==> config.mk <==
export PLATFORM = sky130hd
export DESIGN_NAME = convol_data_feeder
export DESIGN_NICKNAME = d
export VERILOG_FILES = /design/src/rtl/convol_data_feeder.sv
export SDC_FILE = /design/constraint.sdc
export NUM_CORES = 1
export LEC_CHECK = 0
export CAP_MARGIN = 20
export CELL_PAD_IN_SITES_DETAIL_PLACEMENT = 1
export CELL_PAD_IN_SITES_GLOBAL_PLACEMENT = 2
export CORE_UTILIZATION = 38
export DETAILED_ROUTE_END_ITERATION = 8
export PLACE_DENSITY_LB_ADDON = 0.1
export SLEW_MARGIN = 30
export SYNTH_ARGS = -nofsm -noshare
export SYNTH_HDL_FRONTEND = slang
export SYNTH_SLANG_ARGS = --single-unit
==> constraint.sdc <==
create_clock -name clk -period 10.2 [get_ports clk]
set_clock_uncertainty 0.1 [all_clocks]
set_input_delay 1.02 -clock clk [delete_from_list [all_inputs] [get_ports clk]]
set_output_delay 1.02 -clock clk [all_outputs]
set_load 0.01 [all_outputs]
==> src/rtl/convol_data_feeder.sv <==
// convol_data_feeder
//   Upstream stage of the 1-D convolution kernel. Accepts a framed sample
//   stream (valid/ready), forwards each sample to the kernel with one cycle
//   of latency, and appends NUM_TAPS-1 zero samples after every frame so the
//   kernel pipeline drains. Coefficients are double-buffered: writes land in
//   a shadow bank, and a commit swaps shadow->active only while idle between
//   frames, which costs one stall cycle.
//
// Ports
//   clk, reset                      clock, async active-high reset
//   s_data/s_valid/s_last/s_ready   upstream sample stream
//   coeff_wr_en/addr/data           shadow coefficient write port
//   coeff_commit                    request shadow->active swap
//   input_data/enable               sample stream to the kernel
//   coeff                           active bank, tap k at [k*COEFF_WIDTH +: COEFF_WIDTH]
//   busy                            frame in progress (STREAM or FLUSH)
//   frame_done                      1-cycle pulse at end of flush
//
// Optional macro CONVOL_FEEDER_STATS_EN adds frame_count and last_frame_len.

module convol_data_feeder #(
    parameter int DATA_WIDTH  = 16,
    parameter int COEFF_WIDTH = 16,
    parameter int NUM_TAPS    = 8,
    parameter int ADDR_WIDTH  = $clog2(NUM_TAPS)
) (
    input  logic                            clk,
    input  logic                            reset,
    input  logic [DATA_WIDTH-1:0]           s_data,
    input  logic                            s_valid,
    input  logic                            s_last,
    output logic                            s_ready,
    input  logic                            coeff_wr_en,
    input  logic [ADDR_WIDTH-1:0]           coeff_wr_addr,
    input  logic [COEFF_WIDTH-1:0]          coeff_wr_data,
    input  logic                            coeff_commit,
    output logic [DATA_WIDTH-1:0]           input_data,
    output logic                            enable,
    output logic [NUM_TAPS*COEFF_WIDTH-1:0] coeff,
    output logic                            busy,
`ifdef CONVOL_FEEDER_STATS_EN
    output logic [15:0]                     frame_count,
    output logic [15:0]                     last_frame_len,
`endif
    output logic                            frame_done
);

    localparam int CNT_W = (NUM_TAPS > 2) ? $clog2(NUM_TAPS) : 1;

    typedef enum logic [1:0] {IDLE, STREAM, FLUSH} state_t;

    state_t                                 state;
    logic                                   commit_pending;
    logic [NUM_TAPS-1:0][COEFF_WIDTH-1:0]   shadow;
    logic [CNT_W-1:0]                       flush_cnt;

    logic accept, swap, last_flush, addr_ok;

    // The swap cycle is the only IDLE cycle that refuses samples; that keeps
    // coeff stable from a frame's first sample through its flush.
    assign s_ready    = !reset && ((state == IDLE && !commit_pending) || state == STREAM);
    assign accept     = s_valid && s_ready;
    assign swap       = (state == IDLE) && commit_pending;
    assign last_flush = (flush_cnt == CNT_W'(NUM_TAPS - 2));
    assign addr_ok    = int'(coeff_wr_addr) < NUM_TAPS;

    always_ff @(posedge clk or posedge reset) begin
        if (reset) begin
            state          <= IDLE;
            input_data     <= '0;
            enable         <= 1'b0;
            coeff          <= '0;
            shadow         <= '0;
            busy           <= 1'b0;
            frame_done     <= 1'b0;
            commit_pending <= 1'b0;
            flush_cnt      <= '0;
        end else begin
            frame_done <= 1'b0;

            if (coeff_wr_en && addr_ok)
                shadow[coeff_wr_addr] <= coeff_wr_data;

            // A commit arriving while one is already pending (including on the
            // swap edge itself) folds into that swap.
            if (swap) begin
                coeff          <= shadow;
                commit_pending <= 1'b0;
            end else if (coeff_commit) begin
                commit_pending <= 1'b1;
            end

            case (state)
                IDLE, STREAM: begin
                    if (accept) begin
                        input_data <= s_data;
                        enable     <= 1'b1;
                        busy       <= 1'b1;
                        flush_cnt  <= '0;
                        state      <= s_last ? FLUSH : STREAM;
                    end else begin
                        enable <= 1'b0;
                    end
                end
                FLUSH: begin
                    input_data <= '0;
                    enable     <= 1'b1;
                    if (last_flush) begin
                        frame_done <= 1'b1;
                        busy       <= 1'b0;
                        state      <= IDLE;
                    end else begin
                        flush_cnt <= flush_cnt + 1'b1;
                    end
                end
                default: begin
                    state  <= IDLE;
                    enable <= 1'b0;
                    busy   <= 1'b0;
                end
            endcase
        end
    end

`ifdef CONVOL_FEEDER_STATS_EN
    logic [15:0] len_cnt;

    always_ff @(posedge clk or posedge reset) begin
        if (reset) begin
            len_cnt        <= '0;
            frame_count    <= '0;
            last_frame_len <= '0;
        end else begin
            // First accept of a frame happens in IDLE and restarts the count.
            if (accept)
                len_cnt <= (state == IDLE) ? 16'd1 :
                           (len_cnt == 16'hFFFF) ? len_cnt : len_cnt + 16'd1;
            if (state == FLUSH && last_flush) begin
                frame_count    <= frame_count + 16'd1;
                last_frame_len <= len_cnt;
            end
        end
    end
`endif

endmodule

==> results.toml <==
[flow_run]
max-cap-violations = 0

[setup_path]
worstRegToRegCells = 5
critPathMaxFanout = 19
reg2reg_to = "coeff[20]$_DFFE_PP0P_"
element_type_at_the_critical_path_start = "input pin"
timing.critical_path.required_ps = 9080
worst_ep_arrival_time_ps = 2960
crit_path_end_kind = "primary output"
timing.rr.start = "state[0]$_DFFE_PP0P_"
setup.reg_to_reg.worst_slack_ps = 6370
criticalPathCategory = "in2out"
critical_path.startpoint = "reset"

[placed_design]
placed_area_mm2 = 0.0129
port_buffers = 188
place.detailed.hpwl_mm = 17.0
dpl.cell_count = 1197
gpl_congestion = 0.735
worst_setup_slack_post_dpl_ps = 5800

[final_layout]
finalInstanceArea_mm2 = 0.0139
multi_input_logic_area_mm2 = 0.00346
antenna_cells = 0
post_route_cells_drive_above_1_share_pct = 36.1
finish.cell_count_without_fillers = 1256
register_area_mm2 = 0.00703
final_net_count = 897
fill_cells = 2676
area_growth_syn_to_layout_pct = 29.3
fin_util_pct = 50.0

[clocking]
count_of_buffers_added_by_post_cts_timing_repair_for_setup = 0
htreeDepth = 1
ctsLongestPathBuffers = 3
post_cts.resized_instances = 0
holdBufCountCts = 0
cts_tree = "built"
clock_insertion_delay_worst_skew_ps = 550
clock_tree.root_cell = "sky130_fd_sc_hd__clkbuf_16"
numCtsBuffers = 30
cts_num_sinks = 281
cts.clk_slew.worst_paths_ps = 60

[floorplan]
start_util_pct = 38.7
chip_height_um = 170
die-area_mm2 = 0.0291
chipWidth_um = 170
io_pins = 189
placement_rows = 61
coreArea_mm2 = 0.0279

[yosys]
post_synth_instance_area_mm2 = 0.0108
netlist-cell-type-count = 33
synthesis.nets = 705
yosysSeqAreaShare_pct = 65.2
yosys_warnings = 0
post_synth.cell_area_avg_um2 = 16.3
syn_inst = 662
ys_seq_elements = 281

[sta]
slew_viol_final = 0
max-slew-margin-rel_pct = 38.1
clock.fmax_mhz = 245
final.setup.tns_ps = 0
finalSetupViolations = 0
tightest_slew_ps = 927
fin_worst_hold_slack_ps = 384
report.final.hold_viol_count = 0
final_critical_path_setup_slack_ps = 6120
grt_setup_unrepaired = "no"
final.min_clock_period_ps = 4080
final.period_utilization_pct = 40.0

[global_routing]
groute.layer.met3.usage_pct = 4.02
global_route.usage.total_pct = 18.5
largest_net_degree_at_the_start_of_global_routing = 127
antenna_found_initial = 2
grt_first_pass_wirelength_mm = 40.6
grt.met1_usage_pct = 25.5
grt-ovfl-total = 0
globalRoute.busiestLayer = "met2"
grt_pass1_vias = 6746
grt_use_met2_pct = 29.8

[power_and_ir_drop]
p_leak_nw = 5.95
p_per_area_mw_per_mm2 = 320
fin_total_pwr_mw = 4.46
peakVddDrop_v = 0.000153

[drt]
routed-via-count = 6235
finalWirelength_mm = 25.8
detail-route-antenna-nets = 0
dr_vias_cell = 4.96
post_drt_wl_per_cell_um = 20.5
detail_route.iter0.violations = 302
dr.pass1.iters = 4
route.detailed.drc = 0

[hold_path]
holdPathStages = 1
hold_path_class = "reg2reg"
worstHoldStart = "shadow[104]$_DFFE_PP0P_"
holdPathEnd = "coeff[104]$_DFFE_PP0P_"

[run_status]
status = "complete, no violations"
==> routing by layer <==
layer / routed length [um] / part of all wire [%]
met2: 12400 / 48
met3: 1460 / 5.7
met4: 357 / 1.4
met1: 11600 / 45
met5: 0 / 0
==> worst max-delay path by stage <==
stage               slack [ps]  depth (start not counted)               endpoint
global placement          5930                          4  coeff[24]$_DFFE_PP0P_
detailed placement        5800                          4  shadow[3]$_DFFE_PP0P_
global route              6070                          4                s_ready
CTS                       6140                          4                s_ready
floorplan                 1330                          1       busy$_DFFE_PP0P_
finish                    6120                          4                s_ready
==> kinds of logic (layout without fill, tap and decap cells) <==
logic type	count (synthesis)	in the layout	synth area share, %
flops	281	281	65.2
mux	256	256	26.7
simple gates	60	60	3.81
buf+inv	38	254	2.75
compound gates	25	25	1.29
fa+ha+maj	2	2	0.232
==> area by class of cell <==
class                           count  share of cell area, %
Clock buffer                       45                   6.59
Sequential cell                   281                   50.4
Multi-Input combinational cell    343                   24.8
Tap cell                          378                   3.39
Clock inverter                     11                  0.574
Inverter                            3                  0.171
Timing Repair Buffer              195                   14.0
==> cells in the final DEF, fill, tap and decap left out <==
cell type | netlist | layout
sky130_fd_sc_hd__dfrtp_1 | 281 | 281
sky130_fd_sc_hd__mux2_2 | 247 | 247
sky130_fd_sc_hd__clkdlybuf4s50_1 | 0 | 188
sky130_fd_sc_hd__clkbuf_16 | 0 | 31
sky130_fd_sc_hd__o21ai_0 | 20 | 20
sky130_fd_sc_hd__nand2_1 | 19 | 19
sky130_fd_sc_hd__nand4_1 | 16 | 16
sky130_fd_sc_hd__clkinv_2 | 0 | 10
sky130_fd_sc_hd__mux2_1 | 9 | 9
sky130_fd_sc_hd__clkbuf_8 | 0 | 9
sky130_fd_sc_hd__clkbuf_1 | 7 | 5
sky130_fd_sc_hd__buf_6 | 15 | 4
sky130_fd_sc_hd__nand4b_2 | 3 | 3
sky130_fd_sc_hd__and2_1 | 3 | 3
sky130_fd_sc_hd__nor2_1 | 3 | 3
sky130_fd_sc_hd__nor3_4 | 2 | 2
sky130_fd_sc_hd__nor3b_4 | 2 | 2
sky130_fd_sc_hd__nand2b_1 | 2 | 2
sky130_fd_sc_hd__nand3_1 | 2 | 2
sky130_fd_sc_hd__inv_1 | 3 | 2
sky130_fd_sc_hd__ha_1 | 2 | 2
sky130_fd_sc_hd__buf_4 | 6 | 2
sky130_fd_sc_hd__nand2b_4 | 1 | 1
sky130_fd_sc_hd__nor2_2 | 1 | 1
sky130_fd_sc_hd__and3_1 | 1 | 1
sky130_fd_sc_hd__a221oi_1 | 1 | 1
sky130_fd_sc_hd__nor2_4 | 1 | 1
sky130_fd_sc_hd__clkinv_8 | 0 | 1
sky130_fd_sc_hd__nor2b_1 | 1 | 1
sky130_fd_sc_hd__and4b_1 | 1 | 1
sky130_fd_sc_hd__a21oi_1 | 1 | 1
sky130_fd_sc_hd__nor3_1 | 1 | 1
sky130_fd_sc_hd__nand4_2 | 1 | 1
sky130_fd_sc_hd__a22o_1 | 1 | 1
sky130_fd_sc_hd__a21o_1 | 1 | 1
sky130_fd_sc_hd__o32ai_1 | 1 | 1
sky130_fd_sc_hd__bufinv_16 | 0 | 1
sky130_fd_sc_hd__buf_8 | 1 | 1
==> critical path: stages <==
cell                              delay [ps]
sky130_fd_sc_hd__clkdlybuf4s50_1         530
sky130_fd_sc_hd__nor2_2                  600
sky130_fd_sc_hd__and2_1                  250
sky130_fd_sc_hd__clkdlybuf4s50_1         550
==> synth_stat cells, drive strengths merged <==
master | n | share of area, %
dfrtp | 281 | 65
mux2 | 256 | 27
buf | 28 | 2.4
o21ai | 20 | 0.93
nand2 | 19 | 0.66
nand4 | 17 | 1.0
clkbuf | 7 | 0.24
nor2 | 5 | 0.27
and2 | 3 | 0.17
inv | 3 | 0.10
nand2b | 3 | 0.24
nand4b | 3 | 0.42
nor3 | 3 | 0.35
ha | 2 | 0.23
nand3 | 2 | 0.093
nor3b | 2 | 0.35
a21o | 1 | 0.070
a21oi | 1 | 0.046
a221oi | 1 | 0.081
a22o | 1 | 0.081
and3 | 1 | 0.058
and4b | 1 | 0.093
nor2b | 1 | 0.058
o32ai | 1 | 0.081
==> state kept, by name (all words and copies together) (netlist names) <==
| register | count |
|---|---|
| frame_done | 1 |
| commit_pending | 1 |
| busy | 1 |
| input_data | 16 |
| enable | 1 |
| state | 2 |
| shadow | 128 |
| coeff | 128 |
| flush_cnt | 3 |
==> power by group <==
group | total [mW] | switching, mW | internal (mW)
sequential | 1.79 | 0.249 | 1.54
clock | 1.07 | 0.432 | 0.643
combinational | 1.60 | 0.637 | 0.959
total | 4.46 | 1.32 | 3.14
Power figures use the tool's default switching activity.
